## config.mk

```make
export PLATFORM = sky130hd
export DESIGN_NAME = icache_axi_refill_engine
export DESIGN_NICKNAME = d
export VERILOG_FILES = /design/src/rtl/icache_axi_refill_engine.sv
export SDC_FILE = /design/constraint.sdc
export NUM_CORES = 1
export LEC_CHECK = 0
export CORE_ASPECT_RATIO = 1.75
export CORE_MARGIN = 4
export CORE_UTILIZATION = 41
export DETAILED_ROUTE_END_ITERATION = 8
export PLACE_DENSITY = 0.78
export SYNTH_ARGS = -nofsm -noshare
export SYNTH_HDL_FRONTEND = slang
export SYNTH_HIERARCHICAL = 1
export SYNTH_SLANG_ARGS = --single-unit
```

## constraint.sdc

```tcl
create_clock -name clk_i -period 2.5 [get_ports clk_i]
set_clock_uncertainty 0.15 [all_clocks]
set_input_delay 0.25 -clock clk_i [delete_from_list [all_inputs] [get_ports clk_i]]
set_output_delay 0.25 -clock clk_i [all_outputs]
set_load 0.03 [all_outputs]
```

## src/rtl/icache_axi_refill_engine.sv

```systemverilog
// ---------------------------------------------------------------------------
// icache_axi_refill_engine
//   Refill engine between the L1 instruction-cache miss port and an AXI4 read
//   channel (AR/R only). Misses and non-cacheable fetches are queued in a
//   circular tracker and issued as AXI bursts in order. R beats are assembled
//   into full lines and returned to the cache. A flush drops queued requests
//   and kills refills already on the bus.
//
// Optional build macro: ICACHE_REFILL_ERR_EN
//   defined   : SLVERR/DECERR on any beat sets a sticky error that is returned
//               on rtrn_err_o
//   undefined : r_resp_i is ignored and rtrn_err_o is tied to 0
//
// Ports
//   clk_i, rst_ni                        clock, synchronous active-low reset
//   flush_i                              drop queued requests, kill in-flight refills
//   req_valid_i/req_ready_o              cache request handshake
//   req_paddr_i, req_nc_i, req_tid_i     request address, non-cacheable flag, tag
//   rtrn_vld_o, rtrn_data_o,
//   rtrn_tid_o, rtrn_err_o               one-cycle return pulse with held payload
//   ar_*                                 AXI read address channel
//   r_*                                  AXI read data channel
// ---------------------------------------------------------------------------
module icache_axi_refill_engine #(
  parameter int unsigned PlenWidth      = 56,
  parameter int unsigned AxiAddrWidth   = 64,
  parameter int unsigned AxiDataWidth   = 64,
  parameter int unsigned AxiIdWidth     = 4,
  parameter int unsigned LineWidth      = 128,
  parameter int unsigned TidWidth       = 2,
  parameter int unsigned MaxOutstanding = 2,
  parameter int unsigned RdTxId         = 0
) (
  input  logic                    clk_i,
  input  logic                    rst_ni,
  input  logic                    flush_i,
  input  logic                    req_valid_i,
  output logic                    req_ready_o,
  input  logic [PlenWidth-1:0]    req_paddr_i,
  input  logic                    req_nc_i,
  input  logic [TidWidth-1:0]     req_tid_i,
  output logic                    rtrn_vld_o,
  output logic [LineWidth-1:0]    rtrn_data_o,
  output logic [TidWidth-1:0]     rtrn_tid_o,
  output logic                    rtrn_err_o,
  output logic                    ar_valid_o,
  input  logic                    ar_ready_i,
  output logic [AxiAddrWidth-1:0] ar_addr_o,
  output logic [7:0]              ar_len_o,
  output logic [2:0]              ar_size_o,
  output logic [1:0]              ar_burst_o,
  output logic [AxiIdWidth-1:0]   ar_id_o,
  input  logic                    r_valid_i,
  output logic                    r_ready_o,
  input  logic [AxiDataWidth-1:0] r_data_i,
  input  logic [1:0]              r_resp_i,
  input  logic                    r_last_i
);
  localparam int unsigned Words   = LineWidth / AxiDataWidth;
  localparam int unsigned PtrW    = (MaxOutstanding > 1) ? $clog2(MaxOutstanding) : 1;
  localparam int unsigned BeatW   = (Words > 1) ? $clog2(Words) : 1;
  localparam int unsigned LineOff = $clog2(LineWidth / 8);
  localparam int unsigned BeatOff = $clog2(AxiDataWidth / 8);

  // Tracker storage
  logic [PlenWidth-1:0]      addr_q [MaxOutstanding];
  logic [TidWidth-1:0]       tid_q  [MaxOutstanding];
  logic [MaxOutstanding-1:0] nc_q;
  logic [MaxOutstanding-1:0] valid_q, valid_d;
  logic [MaxOutstanding-1:0] issued_q, issued_d;
  logic [MaxOutstanding-1:0] killed_q, killed_d;
  logic [PtrW-1:0]           alloc_q, alloc_d, issue_q, issue_d, retire_q, retire_d;
  logic [PtrW:0]             count_q, count_d;

  // Line assembly
  logic [BeatW-1:0]          beat_q, beat_d;
  logic [LineWidth-1:0]      line_q, line_d;
  logic                      err_d;

  // Return registers
  logic                      rtrn_vld_q;
  logic [LineWidth-1:0]      rtrn_data_q;
  logic [TidWidth-1:0]       rtrn_tid_q;

  logic req_fire_s, ar_fire_s, r_fire_s, r_done_s;
  logic [AxiAddrWidth-1:0] ar_base_s;
  logic unused_s;

  function automatic logic [PtrW-1:0] ptr_inc(input logic [PtrW-1:0] p);
    if (p == PtrW'(MaxOutstanding - 1)) return '0;
    else return p + PtrW'(1);
  endfunction

  // Handshakes; readiness comes from the registered count so a retire in the
  // same cycle never frees a slot early.
  assign req_ready_o = (count_q != (PtrW+1)'(MaxOutstanding)) & ~flush_i;
  assign req_fire_s  = req_valid_i & req_ready_o;
  assign ar_valid_o  = valid_q[issue_q] & ~issued_q[issue_q];
  assign ar_fire_s   = ar_valid_o & ar_ready_i;
  assign r_ready_o   = valid_q[retire_q] & issued_q[retire_q];
  assign r_fire_s    = r_valid_i & r_ready_o;
  assign r_done_s    = r_fire_s & r_last_i;

  // AR fields are pure functions of the issue entry, so they are stable until accepted
  assign ar_base_s  = AxiAddrWidth'(addr_q[issue_q]);
  assign ar_addr_o  = nc_q[issue_q] ? ((ar_base_s >> BeatOff) << BeatOff)
                                    : ((ar_base_s >> LineOff) << LineOff);
  assign ar_len_o   = nc_q[issue_q] ? 8'd0 : 8'(Words - 1);
  assign ar_size_o  = 3'(BeatOff);
  assign ar_burst_o = 2'b01;
  assign ar_id_o    = AxiIdWidth'(RdTxId);

  assign rtrn_vld_o  = rtrn_vld_q;
  assign rtrn_data_o = rtrn_data_q;
  assign rtrn_tid_o  = rtrn_tid_q;
  assign unused_s    = ^r_resp_i;

  // Tracker next state: issue, retire, then flush or allocate
  always_comb begin
    valid_d  = valid_q;
    issued_d = issued_q;
    killed_d = killed_q;
    alloc_d  = alloc_q;
    issue_d  = issue_q;
    retire_d = retire_q;
    count_d  = '0;
    if (ar_fire_s) begin
      issued_d[issue_q] = 1'b1;
      issue_d           = ptr_inc(issue_q);
    end else begin
      issue_d = issue_q;
    end
    if (r_done_s) begin
      valid_d[retire_q] = 1'b0;
      retire_d          = ptr_inc(retire_q);
    end else begin
      retire_d = retire_q;
    end
    if (flush_i) begin
      // Unissued entries vanish; anything already on the bus drains silently
      for (int i = 0; i < MaxOutstanding; i++) begin
        if (valid_d[i] & ~issued_d[i]) valid_d[i] = 1'b0;
        else if (valid_d[i])           killed_d[i] = 1'b1;
        else                           killed_d[i] = killed_d[i];
      end
      alloc_d = issue_d;
    end else if (req_fire_s) begin
      valid_d[alloc_q]  = 1'b1;
      issued_d[alloc_q] = 1'b0;
      killed_d[alloc_q] = 1'b0;
      alloc_d           = ptr_inc(alloc_q);
    end else begin
      alloc_d = alloc_q;
    end
    for (int i = 0; i < MaxOutstanding; i++) begin
      count_d = count_d + (PtrW+1)'(valid_d[i]);
    end
  end

  // Beat assembly; the first beat of each refill clears the line buffer so
  // non-cacheable returns carry zeros above word 0
  always_comb begin
    beat_d = beat_q;
    line_d = line_q;
    if (r_fire_s) begin
      if (beat_q == '0) line_d = '0;
      else              line_d = line_q;
      line_d[beat_q*AxiDataWidth +: AxiDataWidth] = r_data_i;
      if (r_last_i)                            beat_d = '0;
      else if (beat_q != BeatW'(Words - 1))    beat_d = beat_q + BeatW'(1);
      else                                     beat_d = beat_q;
    end else begin
      beat_d = beat_q;
    end
  end

`ifdef ICACHE_REFILL_ERR_EN
  logic err_q, rtrn_err_q;
  // Sticky error: restarts on the first beat of each refill
  always_comb begin
    err_d = err_q;
    if (r_fire_s) err_d = ((beat_q == '0) ? 1'b0 : err_q) | r_resp_i[1];
    else          err_d = err_q;
  end

  // Error flop and its returned copy
  always_ff @(posedge clk_i) begin
    if (!rst_ni) begin
      err_q      <= 1'b0;
      rtrn_err_q <= 1'b0;
    end else begin
      err_q <= err_d;
      if (r_done_s & ~killed_q[retire_q] & ~flush_i) rtrn_err_q <= err_d;
    end
  end
  assign rtrn_err_o = rtrn_err_q;
`else
  assign err_d      = 1'b0;
  assign rtrn_err_o = 1'b0;
`endif

  // Tracker payload, written on allocation only
  always_ff @(posedge clk_i) begin
    if (req_fire_s) begin
      addr_q[alloc_q] <= req_paddr_i;
      tid_q[alloc_q]  <= req_tid_i;
      nc_q[alloc_q]   <= req_nc_i;
    end
  end

  // Control state, assembly buffer and return registers
  always_ff @(posedge clk_i) begin
    if (!rst_ni) begin
      valid_q     <= '0;
      issued_q    <= '0;
      killed_q    <= '0;
      alloc_q     <= '0;
      issue_q     <= '0;
      retire_q    <= '0;
      count_q     <= '0;
      beat_q      <= '0;
      line_q      <= '0;
      rtrn_vld_q  <= 1'b0;
      rtrn_data_q <= '0;
      rtrn_tid_q  <= '0;
    end else begin
      valid_q  <= valid_d;
      issued_q <= issued_d;
      killed_q <= killed_d;
      alloc_q  <= alloc_d;
      issue_q  <= issue_d;
      retire_q <= retire_d;
      count_q  <= count_d;
      beat_q   <= beat_d;
      line_q   <= line_d;
      if (r_done_s & ~killed_q[retire_q] & ~flush_i) begin
        rtrn_vld_q  <= 1'b1;
        rtrn_data_q <= line_d;
        rtrn_tid_q  <= tid_q[retire_q];
      end else begin
        rtrn_vld_q  <= 1'b0;
      end
    end
  end

`ifndef SYNTHESIS
  icache_axi_refill_engine_chk #(.BeatW(BeatW)) u_chk (
    .clk_i       (clk_i),
    .rst_ni      (rst_ni),
    .r_fire_i    (r_fire_s),
    .r_last_i    (r_last_i),
    .beat_i      (beat_q),
    .last_beat_i (nc_q[retire_q] ? BeatW'(0) : BeatW'(Words - 1))
  );
`endif
endmodule

// Protocol checker: r_last must arrive exactly on the beat implied by ar_len
module icache_axi_refill_engine_chk #(
  parameter int unsigned BeatW = 1
) (
  input logic             clk_i,
  input logic             rst_ni,
  input logic             r_fire_i,
  input logic             r_last_i,
  input logic [BeatW-1:0] beat_i,
  input logic [BeatW-1:0] last_beat_i
);
  a_beat_count: assert property (@(posedge clk_i) disable iff (!rst_ni)
    r_fire_i |-> (r_last_i == (beat_i == last_beat_i)));
endmodule
```

==> implementation parameters <==
Parameter                              Value

Pwr
  Sequential share of power    50.1%
  Leakage dissipation    6.183 nW
  Tot Pwr    10.94 mW
  Reported net switching power    2.269 mW
  Combinational Power Share    6.5%
  Power per Cell Area    698.1 nW/um^2
  Maximum resistive drop on vdd    0.8412 mV
  Switching fraction of total power    20.75%
  Internal cell power    8.668 mW
  Clock share of power    43.4%

Logic synthesis
  Synthesized cell area    11,180 um^2
  Xor/xnor cell area share of the yosys netlist    0.1567%
  Ys async rst share    0%
  Largest family of logic cells by synthesized area    compound AO/OA/AOI/OAI gates
  Main flop type after synthesis    sky130_fd_sc_hd__dfxtp_1
  Total number of yosys warnings    6
  Post-synthesis cell count    860
  Share of the yosys chip area belonging to registers    67.35%
  Simple-gate share of the synthesized area    4.198%
  Number of enable-type register cells in the synthesized netlist    112
  Total of flip-flops plus latches after synthesis    320
  Synth Area in Adders    0.1119%
  Post-synth cell types    40
  Post-synthesis mux area share    10.93%
  Syn avg cell area    13.00 um^2
  Fraction of the mapped netlist area in compound gates    12.39%

Floorplan
  Std cell rows    79
  IO Count    348
  Core area    26,790 um^2
  Vertical die dimension    226.4 um
  Initial core utilization    41.73%
  Chip Width    132.8 um
  Floorplan die area    30,070 um^2

GRT
  Global-route wire length before repair    43,770 um
  Largest net degree at the start of global routing    82
  Antenna violations before repair    5
  Number of global-route vias before repair    7,869
  GRT Overall Usage    18.14%
  Remaining global-route overflow    0

Route
  Avg WL per Cell    18.21 um
  DR vias/cell    4.969
  DRC violations left    0
  Length of the first detailed-routing pass in iterations    4
  Aggregate routed wire length    28,200 um
  Routed Antenna Nets    0
  Initial drt markers    321
  Vias    7,697

Timing
  Final worst hold slack    138.1 ps
  Highest Clock Rate    0.4281 GHz
  Setup repair after global routing missed its margin    no
  Min cycle time layout    2336 ps
  Final setup TNS    0 ps
  Post-route fraction of the period consumed by the critical path    93.45%
  Final Setup Violations    0
  Final max-slew violation count    0
  Worst slew margin relative to its limit    43.73%
  Hold violation count in the final report    0
  Least-Margin Pin Slew    844.0 ps

Placed design
  Detail Placement HPWL    19,620 um
  Placer congestion estimate    0.7742
  Buffers added on ports    314
  Cell area after placement    14,670 um^2

Worst setup path
  Worst Setup Path Type    flop to output pin
  Worst-path maximum fanout    7
  Required time of the critical path    2100 ps
  Worst Setup End Kind    output pin
  Arrival time worst endpoint    1940 ps
  Worst reg-to-reg path cell count    6
  Crit path launch type    flop

Clocking
  Insertion delay to the later sink of the worst-skew pair    540 ps
  CTS sink cnt    320
  Clock slew at reported path FFs    70 ps
  Clock root buffer    sky130_fd_sc_hd__clkbuf_16
  Total number of H-tree levels    1
  TritonCTS clock tree    built
  Bufs on Longest Clock Path    3
  Buffers inserted during post-CTS setup optimization    0
  Count of hold-fix buffers inserted at cts    0
  Number of buffers created by CTS    28

Layout
  Number of fill cells in the layout    2,184
  Area grow syn2layout    40.17%
  Most common cell after layout, fill and taps aside    sky130_fd_sc_hd__clkdlybuf4s50_1
  Final core area utilization    58.48%
  Area used by multi-input combinational logic    3227 um^2
  Final net count    1,293
  Total non-filler cell area in the finished layout    15,670 um^2
  Proportion of layout cells with a drive suffix above 1    11.08%
  Most frequent cells in the layout    sky130_fd_sc_hd__clkdlybuf4s50_1 (259), sky130_fd_sc_hd__dfxtp_1 (207), sky130_fd_sc_hd__edfxtp_1 (112)
  FF/Latch Area    7528 um^2

Outcome
  Result of the run    completed

Job
  Count of max-cap constraint violations    0

Worst hold path
  Number of cells traversed by the worst hold path    1
  Worst min-delay path class    input port to flop
[through the flow]
step,instances,setup WS (ps)
final,1549,163.9
after global routing,1549,51.27
after CTS,1546,6.935
after detailed placement,1494,117.0
after global placement,1494,135.5
after floorplan,886,213.9
[metal layers]
metal	track usage (%)	wire [um]	share of wire, %
met4	7.752	1059	3.8
met2	33.40	15130	54
met3	4.152	1793	6.4
met5	0	27	0.096
met1	19.89	10200	36
[critical path, cell delays in order (launching register included)]
cell                              delay (ps)
sky130_fd_sc_hd__dfxtp_1                 440
sky130_fd_sc_hd__nand3_1                 180
sky130_fd_sc_hd__nand2_1                  90
sky130_fd_sc_hd__clkdlybuf4s50_1         690
[flip-flops by register name, indices dropped and copies added (netlist names), 4 cells and up, named ones only]
| register | flops |
|---|---|
| addr_q | 106 |
| rtrn_data_o | 128 |
| line_q | 64 |
| tid_q | 4 |
[kinds of logic (layout without fill, tap and decap cells)]
logic type | after synthesis | after routing
buffers and inverters | 95 | 391
DFF | 320 | 320
and+or+nand+nor | 109 | 109
adders and majority gates | 1 | 1
xor gates and xnor gates | 2 | 2
AOI/OAI and AO/OA | 216 | 216
other | 2 | 31
muxes | 115 | 115
[power by group through the flow]
| stage | clock [mW] | sequential (mW) | combinational, mW |
|---|---|---|---|
| 6_report | 4.74 | 5.48 | 0.716 |
| 5_1_grt | 5.07 | 5.48 | 0.762 |
| 4_1_cts | 4.86 | 5.48 | 0.725 |
| 3_5_place_dp | 0 | 5.60 | 0.760 |
| 3_3_place_gp | 0 | 5.59 | 0.750 |
| 2_1_floorplan | 0 | 5.60 | 0.377 |
[Yosys cell counts, drive strengths merged, types with 4 or more instances]
master    n  share of area (%)
inv       5               0.17
dfxtp   208                 37
a22o     64                5.0
o21ai    66                3.0
mux2     53                5.4
clkbuf   31                1.0
edfxtp  112                 30
and2      4               0.22
a21oi    68                3.0
a31oi     6               0.34
nand4     4               0.22
nor2     68                2.3
mux2i    62                5.6
buf      59                3.6
nand2    22               0.74
[layout make-up]
| type | count | area share [%] |
|---|---|---|
| repair buffers | 334 | 21.54 |
| clock buffers | 41 | 5.702 |
| clock inverters | 11 | 1.030 |
| inverters | 5 | 0.1198 |
| diodes | 3 | 0.04792 |
| well taps | 364 | 2.907 |
| multi-input cells | 471 | 20.60 |
| flip-flops and latches | 320 | 48.06 |
[path summary, 6_finish.rpt]
check | from | end | slack, ps
hold / removal | req_paddr_i[41] | addr_q[0][41]$_DFFE_PP_ | 140
setup reg to reg | retire_q$_SDFFE_PN0N_ | rtrn_data_o[55]$_SDFFE_PN0P_ | 290
setup / recovery | valid_q[1]$_SDFF_PN0_ | r_ready_o | 160
hold reg to reg | line_q[41]$_SDFF_PN0_ | line_q[41]$_SDFF_PN0_ | 310
[what timing repair did]
| item | 4_1_cts | 5_1_grt |
|---|---|---|
| endpoints found under the setup margin | 53 | 1 |
| hold endpoints to repair | 0 | 0 |
| gates resized for setup | 53 | 1 |
Power figures use the tool's default switching activity.
